`config.mk`:
```
export PLATFORM = sky130hd
export DESIGN_NAME = v_elem_sequencer
export DESIGN_NICKNAME = d
export VERILOG_FILES = /design/src/rtl/v_elem_sequencer.sv
export SDC_FILE = /design/constraint.sdc
export NUM_CORES = 1
export LEC_CHECK = 0
export CORE_ASPECT_RATIO = 0.7
export CORE_MARGIN = 8
export CORE_UTILIZATION = 30
export DETAILED_ROUTE_END_ITERATION = 16
export HOLD_SLACK_MARGIN = 0.03
export PLACE_DENSITY_LB_ADDON = 0.12
export SYNTH_ARGS = -nofsm -noshare
export SYNTH_HDL_FRONTEND = slang
export SYNTH_SLANG_ARGS = --single-unit
```
`constraint.sdc`:
```
create_clock -name clk_i -period 9 [get_ports clk_i]
set_input_delay 1.8 -clock clk_i [delete_from_list [all_inputs] [get_ports clk_i]]
set_output_delay 1.8 -clock clk_i [all_outputs]
set_load 0.02 [all_outputs]
```
`src/rtl/v_elem_sequencer.sv`:
```
// v_elem_sequencer: per-op element/partial-shift sequencer driving the lane validation tracker
module v_elem_sequencer #(
   parameter int MAX_VL_PER_LANE = 256,
   parameter int VLANE_NUM       = 8
) (
   input  logic                                          clk_i,
   input  logic                                          rst_i,
   input  logic [$clog2(VLANE_NUM*MAX_VL_PER_LANE)-1:0]  vl_i,
   input  logic                                          red_i,
   input  logic                                          req_valid_i,
   output logic                                          req_ready_o,
   input  logic                                          dst_ready_i,
   input  logic                                          red_ready_i,
   output logic                                          load_o,
   output logic                                          shift_en_o,
   output logic                                          shift_partial_o,
   output logic [$clog2(MAX_VL_PER_LANE):0]              beat_idx_o,
   output logic                                          busy_o,
   output logic                                          done_o
);
   localparam int VL_W = $clog2(VLANE_NUM*MAX_VL_PER_LANE);
   localparam int BW   = $clog2(MAX_VL_PER_LANE) + 1;
   localparam int LG   = $clog2(VLANE_NUM);
   localparam logic [2:0] IDLE = 3'd0, LOAD = 3'd1, ELEM = 3'd2, PART = 3'd3, DONE = 3'd4;
   logic [2:0]      state;
   logic [VL_W-1:0] vl_q;
   logic            red_q;
   logic [BW-1:0]   cnt;
   logic [BW-1:0]   nb;
   logic [LG-1:0]   pcnt;
   logic [VL_W:0]   vl_sum;
   // one extra bit so vl=max rounds up to MAX_VL_PER_LANE beats without overflow
   assign vl_sum          = {1'b0, vl_q} + (VL_W+1)'(VLANE_NUM - 1);
   assign nb              = vl_sum[VL_W:LG];
   assign req_ready_o     = state == IDLE;
   assign busy_o          = state != IDLE;
   assign load_o          = state == LOAD;
   assign shift_en_o      = state == ELEM && dst_ready_i;
   assign shift_partial_o = state == PART && red_ready_i;
   assign done_o          = state == DONE;
   assign beat_idx_o      = state == ELEM ? cnt : '0;
   always_ff @(posedge clk_i or negedge rst_i) begin
      if (!rst_i) begin
         state <= IDLE;
         vl_q  <= '0;
         red_q <= 1'b0;
         cnt   <= '0;
         pcnt  <= '0;
      end else begin
         case (state)
            IDLE: if (req_valid_i) begin
               state <= LOAD;
               vl_q  <= vl_i;
               red_q <= red_i;
               cnt   <= '0;
               pcnt  <= '0;
            end
            LOAD: state <= nb != '0 ? ELEM : red_q ? PART : DONE;
            ELEM: if (dst_ready_i) begin
               if (cnt == nb - BW'(1)) state <= red_q ? PART : DONE;
               else cnt <= cnt + BW'(1);
            end
            PART: if (red_ready_i) begin
               if (pcnt == LG'(VLANE_NUM - 2)) state <= DONE;
               else pcnt <= pcnt + LG'(1);
            end
            default: state <= IDLE;
         endcase
      end
   end
endmodule

```
---- Yosys cells after proc, flatten, opt, wreduce, memory -nomap -nowiden ----
Index checks and enable logic that the tools add are counted.
word-level totals
  bits in writable memories ............... 0
  output and inout bits ................... 15
  bits in read-only memories .............. 0
  memories kept ........................... 0
  bits in latches ......................... 0
  register bits ........................... 27
operators by class
  reduce and logical (&&, ||, !) cells .... 11
  div/mod/pow operators ................... 0
  order comparisons ....................... 0
  multiplexer cells ....................... 17
  multiply operators ...................... 0
  equality and inequality tests ........... 13
  shift operators ......................... 0
  $add $sub $neg .......................... 4
  bitwise logic cells ..................... 0
operators by type and width
  cell                                               count
  2-to-1 mux 9 bit                                   4
  2-to-1 mux 3 bit                                   10
  one-hot mux 9 bit (2 select lines)                 1
  adder 11 x 3 -> 12 bit (second input constant)     1
  one-hot mux 3 bit (4 select lines)                 1
  != test 2 bit (second input constant)              5
  adder 9 x 1 -> 9 bit (second input constant)       1
  == test 9 bit                                      1
  nonzero test 9 bit                                 1
  subtractor 9 x 1 -> 9 bit (second input constant)  1
  AND reduction 4 bit                                2
  == test 3 x 2 -> 1 bit (second input constant)     2
  == test 3 bit (second input constant)              2
  one-hot mux 3 bit (2 select lines)                 1
  AND reduction 5 bit                                1
  != test 2 x 1 -> 1 bit (second input constant)     2
  nonzero test 2 bit                                 2
  adder 3 x 1 -> 3 bit (second input constant)       1
  == test 3 x 1 -> 1 bit (second input constant)     1
  zero test 3 bit                                    1
  nonzero test 3 bit                                 1
  logical AND 1 bit                                  2
  AND reduction 2 bit                                1

---- Logic depth before layout (Yosys ltp) ----
  depth in word-level cells ............... 6
  depth in mapped cells ................... 12
  gate-level depth less buffers ........... 10

---- Least setup slack after synthesis ----
No wires, ideal clock.
  path kind ............................... input -> output
  start point ............................. in red_ready_i
  end point ............................... out shift_partial_o
  data required time ...................... 7.200 ns
  path buffers ............................ 0
  path slack .............................. 5.158 ns
  data arrival time ....................... 2.042 ns
  cell stages on the path ................. 1
  cells stage by stage .................... and2_1
between the ends
  word-level cells in the longest chain between the ends .. 1
ends and longest elaborated chain
  what                RTL line  text
  start: declaration  13        input logic red_ready_i,
  logical AND 1 bit   39        assign shift_partial_o = state == PART && red_ready_i;
  end: declaration    16        output logic shift_partial_o,
Every way passes these cells.

---- Final worst setup path ----
Ends and elaborated chain as after synthesis.

==> metrics.cfg <==
[timing]
fin_worst_skew_ns = 0.00553
fmax_mhz = 202
maxSlewViolCount = 0
setup_viol_count_final = 0
post-route-min-period_ns = 4.94
post-route-period-util_pct = 54.9
final_hold_viol_count = 0
rsz0062_at_grt = no
slew_headroom_pct = 49.9
fin_setup_tns_ns = 0
setup_ws_ns = 4.06
tightest_slew_ns = 0.746

[layout]
multi_input_area_mm2 = 0.00116
fill_cells = 681
syn_to_final_growth_pct = 17.6
design_area_mm2 = 0.00233
antenna_cells = 0
regArea_um2 = 676
drive_gt1_share_pct = 5.41
layout.nets = 282

[placed_design]
dpl.hpwl_um = 3730
port_buffers = 31
post-place-ws_ns = 4.06
place_area_mm2 = 0.00228
gp_congestion = 0.776

[clocking]
clk_pin_slew_ns = 0.10
clock_latency_ns = 0.28
tritoncts = yes
cts_max_level = 1
post-cts-setup-buffers = 0
holdBufCountCts = 0
cts_resized = 0
root_buffer = clkbuf_8
clockBufferDepth = 2
cts_sinks = 27
cts_inserted_buffers = 3

[worst_setup_path]
worstPathCellList = clkdlybuf4s50_1 -> and2_1 -> clkdlybuf4s50_1
crit_path_end_kind = output pin
path_delay_family = buffers and inverters
crit_fanout = 5
critical_path_class = primary input to output pin
crit_arrival_ns = 3.14
critPathSlowestCell = clkdlybuf4s50_1
start_kind = primary input
required_ns = 7.20
cpMostUsedCell = clkdlybuf4s50_1
max_stage_delay_ns = 0.62
cp_num_buf_inv = 2

[synthesis]
synth_commonest_cells = nand2_1, dfrtp_1, nor2_1, a21oi_1
synth_fa_ha_area_share_pct = 3.16
yosysSeqAreaShare_pct = 34.2
synth_async_sr_flop_share_pct = 100
synth_cell_type_count = 53
synthesis.nets = 260
ys_warn_count = 0
netlist.top_cell.by_area = dfrtp_1
synth_simple_gate_area_share_pct = 33.2
synthTopCellsByArea = dfrtp_1, nand2_1, o31ai_1
synthesis.area_mm2 = 0.00198
synth.most_common_cell = nand2_1
synth-xor-area-share_pct = 3.98
synth_compound_area_share_pct = 17.3
synth-edff-count = 0
ys_ff_latch = 27
synth_top_area_share_pct = 34.2
synth_mux_area_share_pct = 1.01
syn_area_per_cell_um2 = 8.31
synth_cells = 238
synth_flop_cell = dfrtp_1
synth_top_family_by_area = simple AND/OR/NAND/NOR gates

[die]
core_area_mm2 = 0.00631
start_util_pct = 31.4
die_area_mm2 = 0.00949
io_pins = 32
die_h_um = 83.9
dieWidth_um = 113
row_count = 24

[grt]
grt-ovfl-total = 0
grt_pass1_wl_um = 8780
antenna_found_initial = 0
track_usage_pct = 11.2
grt_pass1_vias = 1704
grt_max_degree = 28

[drt]
m1WireLength_um = 2690
num_vias = 1781
top_layer_used = met4
wl_um = 5120
drc = 0
dr_wl_met3_um = 344
wl_per_cell_um = 15.2
wl_met2_um = 2060
vias_per_cell = 5.28
dr.pass1.iters = 4
drt-initial-drc-count = 69
final_antenna_net_count = 0

[min_path]
hold_class = register to register

[pwr]
p_leak_nw = 0.901
powerDensity_mw_per_mm2 = 302
ir_drop_mv = 0.235

[run_status]
status = complete, no violations

[job]
maxCapViolCount = 0

-- state kept, by name, indices dropped and copies added, names as in the netlist --
signal and flops:
red_q 1, state 3, cnt 9, vl_q 11, pcnt 3
-- per-layer routing --
metal,track usage [%],vias up
met2,16.1,46
met3,3.97,2
met4,1.81,0
met5,0,-
met1,15.7,839
li1,-,894
-- kinds of logic (layout without fill, tap and decap cells) --
logic type               after synthesis  count (layout)
AND/OR/NAND/NOR                      122             122
AO/OA/AOI/OAI                         50              50
flip-flops                            27              27
buffers and inverters                 23              44
XOR/XNOR                               9               9
adder cells (fa/ha/maj)                5               5
multiplexers                           2               2
-- final timing paths --
kind                                           from  cells past startpoint  slack, ns              endpoint
worst max register to register  vl_q[1]$_DFFE_PN0P_                     10       5.31    cnt[8]$_DFFE_PN0P_
max in group asynchronous                     rst_i                      2       6.81    cnt[5]$_DFFE_PN0P_
worst min-delay path              red_q$_DFFE_PN0P_                      2       0.55     red_q$_DFFE_PN0P_
min in group asynchronous                     rst_i                      2       1.90  vl_q[10]$_DFFE_PN0P_
worst max-delay path                    red_ready_i                      3       4.06       shift_partial_o
worst min register to register    red_q$_DFFE_PN0P_                      2       0.55     red_q$_DFFE_PN0P_
-- power breakdown --
part | internal [W] | switching (W) | total [W]
Sequential | 0.000163 | 0.0000782 | 0.000241
Clock | 0.0000318 | 0.0000419 | 0.0000737
Combinational | 0.000166 | 0.000222 | 0.000388
-- area by class of cell --
type	instances	area share, %
multi-input combinational	188	49.9
sequential	27	29.0
timing repair buffer	32	13.7
tap	78	4.20
clock buffer	4	1.94
inverter	8	1.29
-- per-stage QoR --
step	utilization (%)	total power [W]	hold slack, ns	std cells
after floorplan	-	0.000545	0.486	238
after global placement	36.2	0.000633	0.531	333
after detailed placement	36.2	0.000632	0.526	333
after CTS	36.9	0.000710	0.556	337
after global routing	36.9	0.000770	0.596	337
final	36.9	0.000702	0.551	337
-- worst register-to-register path: stages (launching register included) --
cell and delay (ns):
dfrtp_1 0.47, o31ai_1 0.50, xor2_1 0.25, ha_1 0.34, or3b_2 0.47, o32ai_1 0.17, xnor2_1 0.16, nand4_1 0.19
nor4_4 0.74, or4_1 0.21, a21oi_1 0.06
-- cell usage in the layout (no fill, tap or decap), types with 2 or more instances in the layout --
| cell type | n |
|---|---|
| nand2_1 | 47 |
| clkdlybuf4s50_1 | 31 |
| dfrtp_1 | 27 |
| nor2_1 | 15 |
| a21oi_1 | 11 |
| o31ai_1 | 10 |
| and2_1 | 10 |
| inv_1 | 8 |
| nor3_1 | 8 |
| o21ai_0 | 8 |
| xnor2_1 | 7 |
| or4_1 | 7 |
| nand3_1 | 6 |
| ha_1 | 5 |
| nand2b_1 | 4 |
| nand4_1 | 4 |
| a31oi_1 | 3 |
| or3_1 | 3 |
| nor2b_1 | 3 |
| nor4b_1 | 3 |
| clkbuf_8 | 3 |
| xor2_1 | 2 |
| nor4_1 | 2 |
| o211ai_1 | 2 |
| a21o_1 | 2 |
| a311oi_1 | 2 |
| a22o_1 | 2 |
| mux2i_1 | 2 |
(Power assumes the default switching activity.)
